==> config.mk <==
export PLATFORM = sky130hd
export DESIGN_NAME = cpu_core_mc
export DESIGN_NICKNAME = d
export VERILOG_FILES = /design/src/rtl/cpu_core_mc.sv
export SDC_FILE = /design/constraint.sdc
export NUM_CORES = 2
export LEC_CHECK = 0
export BUFFER_PORTS_ARGS = -buffer_cell sky130_fd_sc_hd__buf_2
export CAP_MARGIN = 5
export CORE_UTILIZATION = 40
export DETAILED_ROUTE_END_ITERATION = 10
export PLACE_DENSITY = 0.57
export SETUP_SLACK_MARGIN = 0.15
export SLEW_MARGIN = 40
export SYNTH_ARGS = -nofsm -noshare
export SYNTH_HDL_FRONTEND = slang
export SYNTH_SLANG_ARGS = --single-unit
==> constraint.sdc <==
create_clock -name CLK -period 88.9 [get_ports CLK]
set_clock_uncertainty 0.15 [all_clocks]
set_input_delay 13.335 -clock CLK [delete_from_list [all_inputs] [get_ports CLK]]
set_output_delay 13.335 -clock CLK [all_outputs]
set_load 0.02 [all_outputs]
==> src/rtl/cpu_core_mc.sv <==
// cpu_core_mc: multi-cycle RV32I core with request/ready memory ports; optional illegal-opcode trap under CPU_MC_TRAP_EN
module cpu_core_mc #(
   parameter int unsigned ADDR_W   = 10,
   parameter logic [31:0] RESET_PC = 32'h0000_0000
) (
   input  logic              CLK,
   input  logic              RST,
   output logic              imem_req,
   output logic [ADDR_W-1:0] imem_addr,
   input  logic [31:0]       imem_rdata,
   input  logic              imem_ready,
   output logic              dmem_req,
   output logic              dmem_we,
   output logic [ADDR_W-1:0] dmem_addr,
   output logic [31:0]       dmem_wdata,
   input  logic [31:0]       dmem_rdata,
   input  logic              dmem_ready,
   output logic              retire,
   output logic [31:0]       pc_o,
   output logic              trap
);
   typedef enum logic [2:0] {S_FETCH, S_DECODE, S_EXEC, S_MEM, S_WB, S_TRAP} state_t;
   state_t      state_q, state_d;
   logic [31:0] pc_q, ir_q, a_q, b_q, imm_q, alu_q, mdr_q, npc_q;
   logic [31:0] rf_q [32];
   logic [31:0] imm_d, alu_d, npc_d, wb_d, op_a, op_b, sra_r;
   logic [6:0]  opc, f7;
   logic [2:0]  f3;
   logic [4:0]  rd, rs1, rs2;
   logic        lg, o_r, o_i, o_lw, o_sw, o_br, o_lui, o_aui, o_jal, o_jalr, take, wr;

   assign opc = ir_q[6:0];
   assign rd  = ir_q[11:7];
   assign f3  = ir_q[14:12];
   assign rs1 = ir_q[19:15];
   assign rs2 = ir_q[24:20];
   assign f7  = ir_q[31:25];

   // legality of the latched encoding; illegal words disable every operation flag below
   always_comb begin
      lg = 1'b0;
      case (opc)
         7'b0110011: lg = f7 == 7'h00 || (f7 == 7'h20 && (f3 == 3'b000 || f3 == 3'b101));
         7'b0010011: lg = f3 == 3'b001 ? f7 == 7'h00 : f3 == 3'b101 ? (f7 == 7'h00 || f7 == 7'h20) : 1'b1;
         7'b0000011, 7'b0100011: lg = f3 == 3'b010;
         7'b1100011: lg = f3 != 3'b010 && f3 != 3'b011;
         7'b1100111: lg = f3 == 3'b000;
         7'b0110111, 7'b0010111, 7'b1101111: lg = 1'b1;
         default: lg = 1'b0;
      endcase
   end

   assign o_r    = lg && opc == 7'b0110011;
   assign o_i    = lg && opc == 7'b0010011;
   assign o_lw   = lg && opc == 7'b0000011;
   assign o_sw   = lg && opc == 7'b0100011;
   assign o_br   = lg && opc == 7'b1100011;
   assign o_lui  = lg && opc == 7'b0110111;
   assign o_aui  = lg && opc == 7'b0010111;
   assign o_jal  = lg && opc == 7'b1101111;
   assign o_jalr = lg && opc == 7'b1100111;
   assign wr     = (o_r | o_i | o_lw | o_lui | o_aui | o_jal | o_jalr) && rd != 5'd0;

   assign imm_d = o_sw ? {{20{ir_q[31]}}, ir_q[31:25], ir_q[11:7]}
                : o_br ? {{19{ir_q[31]}}, ir_q[31], ir_q[7], ir_q[30:25], ir_q[11:8], 1'b0}
                : (o_lui | o_aui) ? {ir_q[31:12], 12'b0}
                : o_jal ? {{11{ir_q[31]}}, ir_q[31], ir_q[19:12], ir_q[20], ir_q[30:21], 1'b0}
                : {{20{ir_q[31]}}, ir_q[31:20]};

   assign op_a  = o_aui ? pc_q : a_q;
   assign op_b  = o_r ? b_q : imm_q;
   assign sra_r = $signed(op_a) >>> op_b[4:0];

   // ALU: loads, stores, JALR and AUIPC use the adder; LUI passes the immediate
   always_comb begin
      alu_d = op_a + op_b;
      if (o_lui) alu_d = imm_q;
      else if (o_r | o_i)
         case (f3)
            3'b000: alu_d = (o_r && f7[5]) ? op_a - op_b : op_a + op_b;
            3'b001: alu_d = op_a << op_b[4:0];
            3'b010: alu_d = {31'b0, $signed(op_a) < $signed(op_b)};
            3'b011: alu_d = {31'b0, op_a < op_b};
            3'b100: alu_d = op_a ^ op_b;
            3'b101: alu_d = f7[5] ? sra_r : op_a >> op_b[4:0];
            3'b110: alu_d = op_a | op_b;
            default: alu_d = op_a & op_b;
         endcase
   end

   assign take  = o_br && (f3[2:1] == 2'b00 ? (a_q == b_q) ^ f3[0]
                         : f3[2:1] == 2'b10 ? ($signed(a_q) < $signed(b_q)) ^ f3[0]
                         : (a_q < b_q) ^ f3[0]);
   assign npc_d = (o_jal || take) ? pc_q + imm_q : o_jalr ? (a_q + imm_q) & ~32'd1 : pc_q + 32'd4;
   assign wb_d  = o_lw ? mdr_q : (o_jal | o_jalr) ? pc_q + 32'd4 : alu_q;

   // sequencing and handshake outputs; reset kills requests combinationally
   always_comb begin
      state_d  = state_q;
      imem_req = 1'b0;
      dmem_req = 1'b0;
      dmem_we  = 1'b0;
      retire   = 1'b0;
      case (state_q)
         S_FETCH: begin
            imem_req = 1'b1;
            if (imem_ready) state_d = S_DECODE;
         end
`ifdef CPU_MC_TRAP_EN
         S_DECODE: state_d = lg ? S_EXEC : S_TRAP;
`else
         S_DECODE: state_d = S_EXEC;
`endif
         S_EXEC: state_d = (o_lw | o_sw) ? S_MEM : S_WB;
         S_MEM: begin
            dmem_req = 1'b1;
            dmem_we  = o_sw;
            if (dmem_ready) state_d = S_WB;
         end
         S_WB: begin
            retire  = 1'b1;
            state_d = S_FETCH;
         end
         default: state_d = state_q;
      endcase
      if (RST) begin
         imem_req = 1'b0;
         dmem_req = 1'b0;
         dmem_we  = 1'b0;
      end
   end

   // state, PC and the per-stage holding registers
   always_ff @(posedge CLK or posedge RST)
      if (RST) begin
         state_q <= S_FETCH;
         pc_q    <= RESET_PC;
         ir_q    <= '0;
         a_q     <= '0;
         b_q     <= '0;
         imm_q   <= '0;
         alu_q   <= '0;
         mdr_q   <= '0;
         npc_q   <= '0;
      end else begin
         state_q <= state_d;
         if (state_q == S_FETCH && imem_ready) ir_q <= imem_rdata;
         if (state_q == S_DECODE) begin
            a_q   <= rf_q[rs1];
            b_q   <= rf_q[rs2];
            imm_q <= imm_d;
         end
         if (state_q == S_EXEC) begin
            alu_q <= alu_d;
            npc_q <= npc_d;
         end
         if (state_q == S_MEM && dmem_ready && o_lw) mdr_q <= dmem_rdata;
         if (state_q == S_WB) pc_q <= npc_q;
      end

   // register file written only in WRITEBACK; x0 is never written so it always reads zero
   always_ff @(posedge CLK or posedge RST)
      if (RST) for (int i = 0; i < 32; i++) rf_q[i] <= '0;
      else if (state_q == S_WB && wr) rf_q[rd] <= wb_d;

   assign imem_addr  = pc_q[ADDR_W+1:2];
   assign dmem_addr  = alu_q[ADDR_W+1:2];
   assign dmem_wdata = b_q;
   assign pc_o       = pc_q;
`ifdef CPU_MC_TRAP_EN
   assign trap = state_q == S_TRAP;
`else
   assign trap = 1'b0;
`endif
endmodule
==> flow_metrics.env <==
export IMPL_ys_flop_type="dfrtp_1"
export IMPL_cts_tree="yes"
export IMPL_drive_gt1_frac=0.200
export IMPL_ys_seq_elements=1283
export IMPL_synth_edff_count=0
export IMPL_grt_busiest_layer="met2"
export IMPL_yosysTopAreaCell="dfrtp_1"
export IMPL_cp_end_kind="output pin"
export IMPL_final_nets=7764
export IMPL_start_kind="input port"
export IMPL_crit_chain="buf_2 > nor4_1 > buf_2"
export IMPL_hp_start="rf_q[1009]$_DFFE_PP0P_"
export IMPL_hold_viol_final=0
export IMPL_drt_iter0_drc=7777
export IMPL_async_reset_ff_frac=1.00
export IMPL_cts_repair_resized=0
export IMPL_status="completed"
export IMPL_slew_headroom=0.279
export IMPL_synth_top_area_frac=0.413
export IMPL_p_total_uw=1280
export IMPL_grt_use_met3=0.0679
export IMPL_avgViaCountPerCell=6.36
export IMPL_finalNonFillerCells=10100
export IMPL_cts_buffers=149
export IMPL_fmax_mhz=36.4
export IMPL_cp_common_cell="buf_2"
export IMPL_p_leak_uw=0.0359
export IMPL_wire_per_inst_um=32.1
export IMPL_min_delay_path_depth=0
export IMPL_dr_pass1_iters=7
export IMPL_area_delta_synth_final_pct=11.2
export IMPL_stdcell_area_sq_um=86400
export IMPL_place_gp_congestion=1.06
export IMPL_slowest_stage="nor4_1"
export IMPL_ant_nets=0
export IMPL_seqPwrFrac=0.462
export IMPL_intPower_uw=970
export IMPL_drv_slew=0
export IMPL_crit_fanout=4
export IMPL_r2r_start="ir_q[6]$_DFFE_PP0P_"
export IMPL_die_h_um=443
export IMPL_p_per_area_nw_per_um2=14.8
export IMPL_clk_latency_ns=0.82
export IMPL_crit_buf_inv=2
export IMPL_met1_usage=0.450
export IMPL_cap_violations=0
export IMPL_r2r_cells=19
export IMPL_final_setup_tns_ns=0
export IMPL_core_rowCount=161
export IMPL_syn_avg_cell_area_sq_um=10.1
export IMPL_htreeDepth=4
export IMPL_grt_max_degree=157
export IMPL_initial_core_util=0.403
export IMPL_reg2reg_slack_ns=81.26
export IMPL_grt_util_all_layers=0.330
export IMPL_cts_sinks=1283
export IMPL_coreArea_sq_um=193000
export IMPL_ys_top_cells_by_area="dfrtp_1, mux4_2, o21ai_0"
export IMPL_min_period_ns=27.44
export IMPL_cts_root_buffer="clkbuf_16"
export IMPL_ioPinCount=157
export IMPL_syn_area_sq_um=77700
export IMPL_cts_hold_buf=0
export IMPL_remaining_drc_errors=0
export IMPL_cts_setup_buffers=0
export IMPL_path_delay_family="buffers and inverters"
export IMPL_switchingPower_uw=313
export IMPL_synth_seq_area_share=0.413
export IMPL_synth_net_count=7978
export IMPL_placed_cell_area_sq_um=81200
export IMPL_grt_pass1_wl_um=467000
export IMPL_ys_warn_count=0
export IMPL_die_w_um=443
export IMPL_first_global_vias=62200
export IMPL_worstReg2RegEnd="alu_q[29]$_DFFE_PP0P_"
export IMPL_grt_use_met2=0.486
export IMPL_post_route_period_util=0.309
export IMPL_clk_pin_slew_worst_paths_ns=0.06
export IMPL_vias=64500
export IMPL_arrival_ns=13.95
export IMPL_synth_cell_type_count=98
export IMPL_routed_wl_um=326000
export IMPL_antenna_found_initial=16
export IMPL_rsz0062_at_grt="false"
export IMPL_dp_cells=9874
export IMPL_hpwlAfterDp_um=219000
export IMPL_switching_share=0.244
export IMPL_synth_most_common_cell="nand2_1"
export IMPL_worstSetupPathType="in2out"
export IMPL_min_to="rf_q[1009]$_DFFE_PP0P_"
export IMPL_grt_overflow=0
export IMPL_hp_class="reg2reg"
export IMPL_dieArea_sq_um=196000
export IMPL_critPathRequiredTime_ns=75.42
export IMPL_io_buffers=155
export IMPL_peakVddDrop_v=0.0000149
export IMPL_p_comb_frac=0.046
export IMPL_synthTopCellsByCount="nand2_1, dfrtp_1, o21ai_0"
export IMPL_p_clk_frac=0.492
export IMPL_critical_path_max_stage_delay_ns=0.24
export IMPL_setup_violations=0
export IMPL_synthCells=7717
export IMPL_cts_buffer_depth=3
export IMPL_tightest_slew_ns=1.07
layer usage:
| layer | part of all wire | up-vias |
|---|---|---|
| met5 | 0.00029 | - |
| met4 | 0.067 | 8 |
| met3 | 0.087 | 743 |
| met2 | 0.44 | 3185 |
| met1 | 0.41 | 32800 |
| li1 | - | 27700 |
state kept, by name (all words and copies together), names as in the netlist:
register / count
alu_q: 32
ir_q: 32
npc_q: 32
pc_o: 32
mdr_q: 32
dmem_wdata: 32
rf_q: 1024
imm_q: 32
state_q: 3
a_q: 32
power groups by stage:
stage / registers (uW) / clock network, uW / logic [uW]
2_1_floorplan: 598 / 0 / 40.4
3_3_place_gp: 603 / 0 / 57.1
3_5_place_dp: 603 / 0 / 58.6
4_1_cts: 593 / 640 / 58.7
5_1_grt: 592 / 660 / 62.7
6_report: 593 / 631 / 58.9
stage by stage:
step                hold WS [ns]  utilization  setup slack, ns
floorplan                  0.291            -            39.26
global placement           0.226        0.419            61.33
detailed placement         0.234        0.421            61.45
CTS                        0.246        0.447            61.44
global route               0.256        0.448            61.44
finish                     0.246        0.448            61.46
cell families after synthesis:
logic type,synth area share
buffers and inverters,0.0456
XOR/XNOR,0.0152
AO/OA/AOI/OAI,0.163
AND/OR/NAND/NOR,0.116
multiplexers,0.215
adder cells (fa/ha/maj),0.0313
other,0.0000483
flip-flops,0.413
worst max path at each step:
stage / start / end / slack (ns) / depth (start not counted)
after floorplan: RST / a_q[0]$_DFFE_PP0P_ / 39.26 / 1
after global placement: RST / dmem_we / 61.33 / 3
after detailed placement: RST / dmem_we / 61.45 / 3
after CTS: RST / dmem_we / 61.44 / 3
after global routing: RST / dmem_we / 61.44 / 3
final: RST / dmem_we / 61.46 / 3
cell usage in the layout, fill, tap and decap left out, drive strengths merged, types with 28 or more instances in the layout:
master and n:
dfrtp 1283, ha 191, mux2i 115, and3 38
mux2 104, clkinv 28, xnor2 99, nor3 79
o211ai 48, a21o 80, clkbuf 222, a31oi 46
nand4 28, a211oi 84, inv 167, xor2 36
nand3 97, buf 371, o21ai 1302, nand2 1418
a21oi 382, nor2 314, mux4 640
area by class of cell:
type	instances	area (sq um)
sequential	1283	32100
clock inverter	45	552
timing repair buffer	372	2710
antenna	5	12.5
inverter	162	621
tap	2526	3160
clock buffer	221	4440
fill	18100	106000
multi-input combinational	5535	42800
Power figures use the tool's default switching activity.
